--- src/rtl/min_scan_if.sv ---
// Request/memory bundle between the minimum-scan engine and its host plus data memory.
interface min_scan_if #(
  parameter int CNT_W = 16
);
  logic             start;
  logic [31:0]      base_adr;
  logic [CNT_W-1:0] count;
  logic [31:0]      mem_rdata;
  logic [31:0]      mem_adr;
  logic [31:0]      mem_wdata;
  logic             mem_rd;
  logic             mem_wr;
  logic             busy;
  logic             done;
  logic [31:0]      min_val;
  logic [31:0]      min_idx;

  modport master (
    input  start, base_adr, count, mem_rdata,
    output mem_adr, mem_wdata, mem_rd, mem_wr, busy, done, min_val, min_idx
  );

  modport slave (
    output start, base_adr, count, mem_rdata,
    input  mem_adr, mem_wdata, mem_rd, mem_wr, busy, done, min_val, min_idx
  );
endinterface

--- src/rtl/min_scan_engine.sv ---
// Scans count signed words from base_adr, tracks the minimum and its index,
// then writes both to RES_ADR / RES_ADR+4 of the data memory.
module min_scan_engine #(
  parameter logic [31:0] RES_ADR = 32'd2000,
  parameter int          CNT_W   = 16
) (
  input  logic       clk,
  input  logic       rst_n,
  min_scan_if.master bus
);
  typedef enum logic [2:0] {IDLE, READ, WR_MIN, WR_IDX, DONE} state_t;

  state_t           r_state;
  logic [31:0]      r_base;
  logic [CNT_W-1:0] r_cnt;
  logic [CNT_W-1:0] r_i;
  logic [31:0]      r_min_val;
  logic [CNT_W-1:0] r_min_idx;

  logic [31:0]      w_adr;
  logic [31:0]      w_wdata;
  logic             w_rd;
  logic             w_wr;

  always_ff @(posedge clk or negedge rst_n) begin
    if (!rst_n) begin
      r_state   <= IDLE;
      r_base    <= '0;
      r_cnt     <= '0;
      r_i       <= '0;
      r_min_val <= '0;
      r_min_idx <= '0;
    end else begin
      case (r_state)
        IDLE: if (bus.start) begin
          r_base    <= bus.base_adr;
          r_cnt     <= bus.count;
          r_i       <= '0;
          r_min_val <= 32'h7FFF_FFFF;
          r_min_idx <= '0;
          r_state   <= (bus.count != '0) ? READ : WR_MIN;
        end
        READ: begin
          // strict compare keeps the earliest index on ties
          if ($signed(bus.mem_rdata) < $signed(r_min_val)) begin
            r_min_val <= bus.mem_rdata;
            r_min_idx <= r_i;
          end
          r_i <= r_i + CNT_W'(1);
          if (r_i == r_cnt - CNT_W'(1)) r_state <= WR_MIN;
        end
        WR_MIN:  r_state <= WR_IDX;
        WR_IDX:  r_state <= DONE;
        DONE:    r_state <= IDLE;
        default: r_state <= IDLE;
      endcase
    end
  end

  // Memory strobes decode from registered state only, so reset kills them at once.
  always_comb begin
    w_adr   = '0;
    w_wdata = '0;
    w_rd    = 1'b0;
    w_wr    = 1'b0;
    case (r_state)
      READ: begin
        w_rd  = 1'b1;
        w_adr = r_base + 32'({r_i, 2'b00});
      end
      WR_MIN: begin
        w_wr    = 1'b1;
        w_adr   = RES_ADR;
        w_wdata = r_min_val;
      end
      WR_IDX: begin
        w_wr    = 1'b1;
        w_adr   = RES_ADR + 32'd4;
        w_wdata = 32'(r_min_idx);
      end
      default: ;
    endcase
  end

  assign bus.mem_adr   = w_adr;
  assign bus.mem_wdata = w_wdata;
  assign bus.mem_rd    = w_rd;
  assign bus.mem_wr    = w_wr;
  assign bus.busy      = (r_state != IDLE);
  assign bus.done      = (r_state == DONE);
  assign bus.min_val   = r_min_val;
  assign bus.min_idx   = 32'(r_min_idx);
endmodule

--- src/flat_wrapper.sv ---
// flat-port wrapper written by rule: the top's interface ports become plain ports
module min_scan_engine_flat 
#(
  parameter logic [31:0] RES_ADR = 32'd2000,
  parameter int          CNT_W   = 16
)
  (clk, rst_n, bus_start, bus_base_adr, bus_count, bus_mem_rdata, bus_mem_adr, bus_mem_wdata, bus_mem_rd, bus_mem_wr, bus_busy, bus_done, bus_min_val, bus_min_idx);
  min_scan_if #(.CNT_W(CNT_W)) bus_i ();
  input  logic clk;
  input  logic rst_n;
  input wire logic [$bits(bus_i.start)-1:0] bus_start;
  input wire logic [$bits(bus_i.base_adr)-1:0] bus_base_adr;
  input wire logic [$bits(bus_i.count)-1:0] bus_count;
  input wire logic [$bits(bus_i.mem_rdata)-1:0] bus_mem_rdata;
  output wire logic [$bits(bus_i.mem_adr)-1:0] bus_mem_adr;
  output wire logic [$bits(bus_i.mem_wdata)-1:0] bus_mem_wdata;
  output wire logic [$bits(bus_i.mem_rd)-1:0] bus_mem_rd;
  output wire logic [$bits(bus_i.mem_wr)-1:0] bus_mem_wr;
  output wire logic [$bits(bus_i.busy)-1:0] bus_busy;
  output wire logic [$bits(bus_i.done)-1:0] bus_done;
  output wire logic [$bits(bus_i.min_val)-1:0] bus_min_val;
  output wire logic [$bits(bus_i.min_idx)-1:0] bus_min_idx;
  assign bus_i.start = bus_start;
  assign bus_i.base_adr = bus_base_adr;
  assign bus_i.count = bus_count;
  assign bus_i.mem_rdata = bus_mem_rdata;
  assign bus_mem_adr = bus_i.mem_adr;
  assign bus_mem_wdata = bus_i.mem_wdata;
  assign bus_mem_rd = bus_i.mem_rd;
  assign bus_mem_wr = bus_i.mem_wr;
  assign bus_busy = bus_i.busy;
  assign bus_done = bus_i.done;
  assign bus_min_val = bus_i.min_val;
  assign bus_min_idx = bus_i.min_idx;
  min_scan_engine #(.RES_ADR(RES_ADR), .CNT_W(CNT_W)) u_core (.clk(clk), .rst_n(rst_n), .bus(bus_i));
endmodule
--- config.mk ---
export PLATFORM = sky130hd
export DESIGN_NAME = min_scan_engine_flat
export DESIGN_NICKNAME = d
export VERILOG_FILES = /design/src/rtl/min_scan_if.sv /design/src/rtl/min_scan_engine.sv /design/src/flat_wrapper.sv
export SDC_FILE = /design/constraint.sdc
export NUM_CORES = 1
export LEC_CHECK = 0
export BUFFER_PORTS_ARGS = -buffer_cell sky130_fd_sc_hd__buf_2
export CORE_MARGIN = 2
export CORE_UTILIZATION = 48
export CTS_CLUSTER_SIZE = 20
export DETAILED_ROUTE_END_ITERATION = 8
export MAX_ROUTING_LAYER = met4
export PLACE_DENSITY_LB_ADDON = 0.15
export SKIP_CTS_REPAIR_TIMING = 1
export SLEW_MARGIN = 15
export SYNTH_ARGS = -nofsm -noshare
export SYNTH_HDL_FRONTEND = slang
export SYNTH_SLANG_ARGS = --single-unit
--- constraint.sdc ---
create_clock -name clk -period 2.86 [get_ports clk]
set_input_delay 0.429 -clock clk [delete_from_list [all_inputs] [get_ports clk]]
set_output_delay 0.429 -clock clk [all_outputs]
set_load 0.01 [all_outputs]
# Yosys cells after proc, flatten, opt, wreduce, memory -nomap -nowiden
# Index checks and enable logic that the tools add are counted.
dict set report op_classes {
  n_addsub 3
  multipliers 0
  div 0
  order_cmp 1
  n_eq_ne 8
  shift 0
  muxes 15
  n_bitwise 0
  n_reduce_logical 9
}
# op count
set ops {}
lappend ops {{$pmux W32 S2} 2}
lappend ops {{$pmux W32 S3} 1}
lappend ops {{$mux W32} 2}
lappend ops {{$pmux W16 S2} 2}
lappend ops {{$add A32 B18 Y32} 1}
lappend ops {{$lt A32 B32 Y1} 1}
lappend ops {{$mux W16} 2}
lappend ops {{$add A16 B1 Y16 const B} 1}
lappend ops {{$eq A16 B16 Y1} 1}
lappend ops {{$reduce_bool A16 Y1} 1}
lappend ops {{$sub A16 B1 Y16 const B} 1}
lappend ops {{$pmux W3 S4} 1}
lappend ops {{$eq A3 B2 Y1 const B} 2}
lappend ops {{$mux W3} 2}
lappend ops {{$reduce_and A2 Y1} 3}
lappend ops {{$ne A2 B1 Y1 const B} 2}
lappend ops {{$eq A3 B1 Y1 const B} 1}
lappend ops {{$eq A3 B3 Y1 const B} 1}
lappend ops {{$logic_not A3 Y1} 1}
lappend ops {{$reduce_and A3 Y1} 1}
lappend ops {{$reduce_bool A3 Y1} 1}
lappend ops {{$mux W1} 2}
lappend ops {{$mux W2} 1}
lappend ops {{$ne A2 B2 Y1 const B} 1}
lappend ops {{other kinds (2)} 2}
dict set report word_totals {
  reg_bits 115
  latch_bits 0
  ram_bits 0
  romBits 0
  input_bits 83
  out_inout_bits 132
  elab_cells 42
  memories 0
}

# Depth between registers and ports, before layout
# Gate-level depths: netlist of run 1.
dict set report depth {
  depth_word 4
  depth_mapped 11
  mapped_depth_nobuf 9
}

# Worst setup path before layout of run 1
# Ideal clock, no wire load.
dict set report synth_path {
  kind {reg-to-output}
  start {register u_core.r_i[0]}
  end {output port bus_mem_adr[14]}
  arrival_ns 2.415
  t_required_ns 2.431
  setup_slack_ns 0.016
  stages_incl_launch_ff 10
  path_buffers 0
  cell_sequence {dfrtp_1 -> ha_1 -> fa_1 -> a211oi_1 -> nor2_1 -> o21a_1 -> o21a_1 -> o21ai_0 -> mux2i_1 -> o311ai_0}
}
dict set report synth_between {
  elab_chain_cells 2
}
# element line_no
set synth_lines {}
lappend synth_lines {{start: declaration} min_scan_engine.sv:16} ;# logic [CNT_W-1:0] r_i;
lappend synth_lines {{start signal: assignment} min_scan_engine.sv:49} ;# r_i <= r_i + CNT_W'(1);
lappend synth_lines {{$add A32 B18 Y32} min_scan_engine.sv:69} ;# w_adr = r_base + 32'({r_i, 2'b00});
lappend synth_lines {{$pmux W32 S3} min_scan_engine.sv:66} ;# case (r_state)
lappend synth_lines {{end: declaration} flat_wrapper.sv:15} ;# output wire logic [$bits(bus_i.mem_adr)-1:0] bus_mem_adr;
# No other way between the ends.

# Worst setup path in the final report of run 1
dict set report layout_path {
  start {register u_core.r_base[8]}
  end {output port bus_mem_adr[31]}
}
dict set report layout_between {
  elab_chain_cells 2
}
# element line_no
set layout_lines {}
lappend layout_lines {{start: declaration} min_scan_engine.sv:14} ;# logic [31:0] r_base;
lappend layout_lines {{start signal: assignment} min_scan_engine.sv:36} ;# r_base <= bus.base_adr;
lappend layout_lines {{$add A32 B18 Y32} min_scan_engine.sv:69}
lappend layout_lines {{$pmux W32 S3} min_scan_engine.sv:66}
# No other way between the ends.

==> out/results.ini, run 1 <==
[run_status]
status = finished, violations left
failed_checks = negative setup slack

[synth]
synthDistinctLibCells = 59
syn_area_per_cell_um2 = 9.51
yosysSeqAreaShare = 0.389
synth_edf_count = 0
yosys_warnings = 0
syn_area_mm2 = 0.00740
syn_inst = 779
ys_seq_elements = 115
async_reset_ff_frac = 1.00
ys.flop_type = dfrtp_1

[power]
p_leak_nw = 4.74
combPwrFrac = 0.519
ir_worst_vdd_uv = 525
power.density_mw_per_mm2 = 1080
p_sw_frac = 0.407
p_switching_mw = 4.24
clkPwrFrac = 0.196
p_int_mw = 6.18
seqPwrFrac = 0.285

[setup_path]
required_ps = 2430
arrival_ps = 2800
cp-start-kind = flop
cp_max_fo = 6
critPathKind = reg -> out
end_kind = primary output

[detailed_routing]
first_iter_violations = 356
wl_per_cell_um = 16.8
vias = 6777
drc_errors = 0
vias_per_cell = 5.57
routed_wl_mm = 20.4
first_pass_iters = 4
ant_nets = 0

[final_layout]
fin_cells = 1216
mostFrequentLayoutCells = 196 x buf_2, 115 x dfrtp_1, 63 x nor2_1, 51 x buf_4, 47 x o21ai_0
diodes = 0
areaGrowthSynthToFinish_pct = 30.0
final_common_cell = buf_2
nets = 1149
drive_above_1_share = 0.352

[floorplanning]
row_count = 45
io_pins = 215
dieArea_mm2 = 0.0164
core-area_mm2 = 0.0151
floorplan.initialDensity = 0.489
fp.dieH_um = 128
die_width_um = 128

[timing]
slew_headroom = 0.602
tightest_slew_ps = 595
rsz0062_at_grt = yes
finalCriticalPeriod_ps = 3220
final.setup.tns_ps = -4430
finalCritPeriodShare = 1.13
maxSlewViolCount = 0
fmax_ghz = 0.310
hold_violations = 0
fin_skew_ps = 7.08
setup_violations = 22
setup_ws_ps = -365

[flow_run]
maxCapViolations = 0

[clocking]
path_clk_slew_ps = 50
htreeDepth = 4
cts_buffer_depth = 2
cts_tree = built
cts_made_buffers = 17
cts.sinks = 115
clk_latency_ps = 420
cts_root_buf = clkbuf_16

[grt]
grt.overflow.total = 0
antenna_found_initial = 0
track_usage = 0.262
grt_pass1_vias = 6576
grt_pass1_wl_mm = 32.6
grt_max_degree = 50

[placed_design]
portBuffers = 198
place.gp.congestion = 0.922
placedCellCount = 1182
dpl.hpwl_mm = 15.1

[hold_path]
hold_path.class = in -> async

[per-stage QoR]
step                hold WS [ps]  cell area, um2  power [mW]  setup slack [ps]  utilization
finish                      3.03            9620        10.4              -365        0.635
CTS                         18.5            9440        10.2              -558        0.623
global placement             461            8880        8.05             -40.3        0.586
detailed placement           461            8880        8.11             -83.3        0.586
global route                42.3            9620        11.3              -469        0.635
floorplan                    133            7460        6.22              16.0            -
[cell usage after synthesis (2+ instances only)]
cell type / count / area, um2
a2111oi_0: 3 / 26.3
a211oi_1: 8 / 60.1
a21boi_0: 3 / 22.5
a21o_1: 8 / 60.1
a21oi_1: 31 / 155
a22o_1: 17 / 149
a2bb2oi_1: 31 / 272
a31oi_1: 4 / 25.0
and2_1: 4 / 25.0
and3_1: 10 / 62.6
buf_1: 5 / 18.8
buf_2: 10 / 50.1
buf_4: 18 / 135
clkbuf_1: 16 / 60.1
dfrtp_1: 115 / 2880
ha_1: 49 / 613
inv_1: 47 / 176
inv_2: 2 / 7.51
mux2_2: 43 / 484
mux2i_1: 20 / 200
nand2_1: 39 / 146
nand2b_1: 4 / 25.0
nand3_1: 18 / 90.1
nand4_1: 15 / 93.8
nand4b_1: 2 / 17.5
nor2_1: 67 / 251
nor3_1: 31 / 155
nor3b_1: 2 / 15.0
nor4_1: 10 / 62.6
nor4b_1: 2 / 17.5
o211a_1: 2 / 20.0
o211ai_1: 8 / 60.1
o21a_1: 5 / 37.5
o21ai_0: 51 / 255
o21ai_1: 7 / 35.0
o31ai_1: 5 / 37.5
or2_2: 2 / 12.5
or3_1: 4 / 25.0
or4_1: 4 / 30.0
xnor2_1: 18 / 158
xor2_1: 21 / 184
[routing by layer]
metal	global-route usage	vias to the layer above	routed length, um
li1	-	3282	-
met1	0.328	3223	8850
met2	0.411	232	9770
met3	0.0668	40	1250
met4	0.0995	0	542
met5	-	-	0
[sequential cells by signal, indices dropped and copies added, names as in the netlist]
register	cells
u_core.bus.min_val	32
u_core.r_min_idx	16
u_core.r_cnt	16
u_core.r_state	3
u_core.r_i	16
u_core.r_base	32
[power groups by stage]
stage	sequential, mW	clock (mW)	combinational (mW)
after floorplan	2.93	0	3.28
after global placement	2.97	0	5.08
after detailed placement	2.96	0	5.15
after CTS	2.95	2.08	5.18
after global routing	3.07	2.17	6.01
final	2.97	2.05	5.41
[final timing paths]
kind,start,endpoint,slack [ps],depth (start not counted)
worst min-delay path,rst_n,u_core.r_cnt[5]$_DFFE_PN0P_,3,1
worst max-delay path,u_core.r_base[8]$_DFFE_PN0P_,bus_mem_adr[31],-360,9
worst min register to register,u_core.r_base[1]$_DFFE_PN0P_,u_core.r_base[1]$_DFFE_PN0P_,510,1
max in group asynchronous,rst_n,u_core.r_cnt[1]$_DFFE_PN0P_,2080,2
worst max register to register,u_core.r_cnt[1]$_DFFE_PN0P_,u_core.r_state[0]$_DFFE_PN0P_,210,10
min in group clk,bus_base_adr[24],u_core.r_base[24]$_DFFE_PN0P_,220,3
[critical path, stage by stage (launching register included)]
cell      delay (ps)
dfrtp_1          390
ha_2             390
o211ai_1         170
a21oi_2          220
a21oi_2          100
nor2_2           140
a21oi_2          100
or4_1            510
a21oi_1          190
buf_2            150
[cell type report]
cell class	instances	area (um2)
Timing Repair Buffer	253	1470
Tap cell	188	235
Clock buffer	26	489
Clock inverter	5	75.1
Inverter	49	184
Sequential cell	115	2880
Fill cell	1332	5520
Multi-Input combinational cell	580	4300
[cells by family (layout without fill, tap and decap cells)]
logic type      count (synthesis)  in the layout  share of synthesized area
flops                         115            115                      0.389
simple gates                  221            221                      0.150
compound gates                191            191                      0.174
other cells                     1             16                   0.000506
buf+inv                        99            333                     0.0620
xor+xnor                       39             39                     0.0461
mux                            63             63                     0.0924
fa+ha+maj                      50             50                     0.0855
No activity file was read; power rests on OpenSTA's default activity.
==> inputs of run 2 (changes only) <==
Settings changed: CELL_PAD_IN_SITES_DETAIL_PLACEMENT from default to 0, CELL_PAD_IN_SITES_GLOBAL_PLACEMENT from default to 1, CORE_UTILIZATION 48 to 36.
==> run 2 against run 1 <==
Compared with the run above:
- the flow still finishes with violations (negative setup slack)
- worst hold slack better by 110 ps
- count of clock-buffer cells in the layout shrank 3
- cell count increased by 7.7%
- cell area grew 3.6%
- largest cell class unchanged
==> out/results.ini, run 2 (same netlist as run 1, synthesis figures left out) <==
[run_status]
status = finished, violations left
failed_checks = negative setup slack

[setup_path]
cpMostUsedCell = o21a_1
reg2regPathDepth = 10
required_ps = 2430
end_kind = primary output
cpLargestDelayFamily = compound AO/OA/AOI/OAI gates
arrival_ps = 2680
reg2reg_slack_ps = 140
path_buf_inv = 1
cp.depth = 10
cpMaxStageDelayCell = dfrtp_1
cp_cell_sequence = ha_2, fa_2, a211oi_4, nor2_2, o21a_1, o21a_1, o21ai_2, mux2i_1, o311ai_1, buf_2
cpPeakStageDelay_ps = 380
cp-start-kind = flop
cp_max_fo = 3
critPathKind = reg -> out

[final_layout]
mostFrequentLayoutCells = 197 x buf_2, 112 x dfrtp_1, 63 x nor2_1, 60 x buf_4, 47 x inv_1
fin_util = 0.493
areaGrowthSynthToFinish_pct = 34.7
nets = 1161
final_cell_area_mm2 = 0.00997
final_common_cell = buf_2
drive_above_1_share = 0.375

[grt]
grt_pass1_wl_mm = 35.3
grt.overflow.total = 0
grt_max_degree = 58
track_usage = 0.211
grt_pass1_vias = 6646
antenna_found_initial = 2

[detailed_routing]
vias_per_cell = 5.10
first_pass_iters = 4
drc_errors = 0
first_iter_violations = 310
ant_nets = 0
vias = 6675
wl_per_cell_um = 16.9
routed_wl_mm = 22.1

[placed_design]
placed_area_mm2 = 0.00907
dpl.hpwl_mm = 16.4
place.gp.congestion = 0.826
portBuffers = 198

[clocking]
htreeDepth = 4
cts_root_buf = clkbuf_16
cts_tree = built
path_clk_slew_ps = 60
cts_made_buffers = 17
cts.sinks = 115
clk_latency_ps = 420
cts_buffer_depth = 2

[floorplanning]
row_count = 52
dieArea_mm2 = 0.0217
io_pins = 215
floorplan.initialDensity = 0.366
fp.dieH_um = 147
die_width_um = 147
core-area_mm2 = 0.0202

[timing]
slew_headroom = 0.377
maxSlewViolCount = 0
fmax_ghz = 0.321
final.setup.tns_ps = -3040
rsz0062_at_grt = yes
setup_violations = 20
finalCritPeriodShare = 1.09
setup_ws_ps = -253
fin_skew_ps = 9.21
tightest_slew_ps = 931
finalCriticalPeriod_ps = 3110
hold_violations = 0

[hold_path]
hold_path.class = in -> async

[power]
power.density_mw_per_mm2 = 1080
p_leak_nw = 4.81
power_mw = 10.7
ir_worst_vdd_uv = 506

[flow_run]
maxCapViolations = 0

run 2: changes by cell type in the layout (fill, tap and decap cells not counted), sizes merged:
cell and change:
bufinv -1, clkinv +2, clkbuf -3, buf +12, diode +2
run 2: layout make-up:
cell class / instances / area, um2
diodes: 2 / 5.00
clock buffers: 23 / 488
clock inverters: 6 / 55.1
fillers: 1994 / 10300
inverters: 49 / 184
multi-input cells: 580 / 4450
flip-flops and latches: 115 / 2880
well taps: 270 / 338
repair buffers: 265 / 1570
run 2: final timing paths:
| kind | start | end |
|---|---|---|
| setup / recovery | u_core.r_base[2]$_DFFE_PN0P_ | bus_mem_adr[14] |
| hold / removal | rst_n | u_core.r_base[23]$_DFFE_PN0P_ |
| setup reg to reg | u_core.r_cnt[1]$_DFFE_PN0P_ | u_core.r_state[0]$_DFFE_PN0P_ |
| hold reg to reg | u_core.r_base[0]$_DFFE_PN0P_ | u_core.r_base[0]$_DFFE_PN0P_ |
| max in group asynchronous | rst_n | u_core.r_state[0]$_DFFE_PN0P_ |
| min in group clk | bus_base_adr[7] | u_core.r_base[7]$_DFFE_PN0P_ |
run 2: layer usage:
layer  GRT usage  vias up  routed length [um]  part of all wire
li1            -     3310                   -                 -
met1       0.273     3166               10300              0.47
met2       0.332      177               10200              0.46
met3      0.0562       22                1300             0.059
met4      0.0524        0                 278             0.013
met5           -        -                   0                 0
run 2: per-stage QoR:
step	hold slack, ps	setup WS, ps	instances
after global routing	161	-371	1310
after global placement	481	-91.1	1273
after detailed placement	488	-83.8	1273
after floorplan	133	16.0	794
final	114	-253	1310
after CTS	130	-573	1302
run 2: report_power, final:
part,leakage [nW],internal [mW],switching [mW]
Combinational,3.15,2.79,2.95
Clock,0.274,1.26,0.754
Sequential,1.38,2.30,0.694
run 2: worst register-to-register path: stages, from the launching register on:
cell and delay, ps:
dfrtp_1 410, inv_1 80, ha_1 210, or3b_1 440, or3_4 380, mux2i_1 130, mux2i_1 140, a21oi_1 100
a2111oi_2 390, buf_4 190, o221ai_1 110
==> inputs of run 3 (changes only) <==
==> constraint.sdc (replaced) <==
create_clock -name clk -period 2.86 [get_ports clk]
set_input_delay 0.429 -clock clk [delete_from_list [all_inputs] [get_ports clk]]
set_output_delay 0.429 -clock clk [all_outputs]
set_load 0.005 [all_outputs]
==> run 3 against run 2 <==
Compared with the run above:
- register-to-register slack is essentially flat
- power shrank 1.5%
- combinational power shrank 5.2%
- largest power group unchanged
- first-iteration DRC count grew 18%
- the run still ends with negative setup slack left
- flip-flop and latch count is the same
- via count is essentially flat
==> out/results.ini, run 3 (same netlist as run 1, synthesis figures left out) <==
[floorplanning]
floorplan.initialDensity = 0.366
fp.dieH_um = 147
io_pins = 215
row_count = 52
die_width_um = 147
dieArea_mm2 = 0.0217
core-area_mm2 = 0.0202

[clocking]
htreeDepth = 4
cts.sinks = 115
cts_tree = built
cts_buffer_depth = 2
cts_made_buffers = 17
path_clk_slew_ps = 60
cts_root_buf = clkbuf_16
clk_latency_ps = 420

[setup_path]
rr_startpoint = u_core.r_cnt[1]$_DFFE_PN0P_
cp-start-kind = flop
cp_max_fo = 7
arrival_ps = 2690
required_ps = 2430
critPathKind = reg -> out
startpoint = u_core.r_base[8]$_DFFE_PN0P_
end_kind = primary output

[placed_design]
place.gp.congestion = 0.895
post-place-ws_ps = -66.6
portBuffers = 198
placedCellCount = 1268
dpl.hpwl_mm = 16.5

[detailed_routing]
drc_errors = 0
ant_nets = 0
routed_wl_mm = 22.0
first_pass_iters = 4
vias = 6674
wl_per_cell_um = 16.8
vias_per_cell = 5.11
first_iter_violations = 366

[grt]
grt.overflow.total = 0
track_usage = 0.208
antenna_found_initial = 2
grt_pass1_vias = 6519
grt_max_degree = 54
grt_pass1_wl_mm = 34.7

[timing]
setup_violations = 20
rsz0062_at_grt = yes
finalCritPeriodShare = 1.09
tightest_slew_ps = 924
finalCriticalPeriod_ps = 3110
final.setup.tns_ps = -3050
fin_skew_ps = 9.86
slew_headroom = 0.382
hold_violations = 0
maxSlewViolCount = 0
setup_ws_ps = -255
fmax_ghz = 0.321

[final_layout]
nets = 1155
final_common_cell = buf_2
drive_above_1_share = 0.373
areaGrowthSynthToFinish_pct = 35.1
mostFrequentLayoutCells = 197 x buf_2, 114 x dfrtp_1, 63 x nor2_1, 56 x buf_4, 47 x inv_1
fin_cells = 1305

[hold_path]
hold_path.class = in -> async

[run_status]
status = finished, violations left
failed_checks = negative setup slack

[flow_run]
maxCapViolations = 0

[power]
power.density_mw_per_mm2 = 1060
ir_worst_vdd_uv = 558
p_leak_nw = 4.80

-- run 3: cell types whose count changed in the layout (fill, tap and decap cells not counted), moves of 2 or more --
cell,change
a211oi_2,+3
a211oi_4,-2
a21oi_2,-2
buf_4,-4
clkbuf_8,+2
clkinv_2,-3
dfrtp_1,+2
dfrtp_2,-2
o21ai_0,+2
o21ai_1,-2
-- run 3: worst max-delay path, cell delays in order (launching register included) --
cell	delay [ps]
dfrtp_1	430
ha_4	320
o211ai_1	90
a21boi_0	310
o211ai_1	140
buf_4	160
a21oi_4	280
nand4_1	150
xor2_1	180
nor2_1	80
buf_2	110
-- run 3: through the flow --
stage	hold WS (ps)	power [mW]	cell area, um2	utilization
3_3_place_gp	482	7.97	9020	0.446
3_5_place_dp	488	7.99	9020	0.446
5_1_grt	122	11.4	10000	0.494
4_1_cts	97.3	10.2	9610	0.475
6_report	73.1	10.6	10000	0.494
2_1_floorplan	133	5.96	7460	-
-- run 3: path summary, 6_finish.rpt --
| check | end | slack, ps | cells after the start |
|---|---|---|---|
| hold / removal | u_core.r_base[0]$_DFFE_PN0P_ | 70 | 1 |
| hold reg to reg | u_core.r_base[1]$_DFFE_PN0P_ | 500 | 1 |
| min in group clk | u_core.r_base[4]$_DFFE_PN0P_ | 240 | 2 |
| max in group asynchronous | u_core.r_cnt[1]$_DFFE_PN0P_ | 2070 | 2 |
| setup / recovery | bus_mem_adr[28] | -250 | 10 |
| setup reg to reg | u_core.r_state[0]$_DFFE_PN0P_ | 150 | 10 |
-- run 3: routing by layer --
| layer | track usage | wire, um | up-vias |
|---|---|---|---|
| met2 | 0.329 | 10300 | 153 |
| li1 | - | - | 3297 |
| met3 | 0.0488 | 1040 | 19 |
| met1 | 0.271 | 10300 | 3205 |
| met4 | 0.0553 | 261 | 0 |
| met5 | - | 0 | - |
-- run 3: layout make-up --
class                   count  area (um2)
repair buffers            259        1510
multi-input cells         580        4500
clock buffers              26         519
well taps                 270         338
flip-flops and latches    115        2880
clock inverters             4        70.1
fillers                  1991       10200
inverters                  49         184
diodes                      2        5.00
-- run 3: power breakdown --
part	switching [mW]	leakage, nW	internal (mW)
sequential	0.689	1.38	2.30
clock	0.748	0.292	1.41
combinational	2.73	3.12	2.71
total	4.17	4.80	6.42
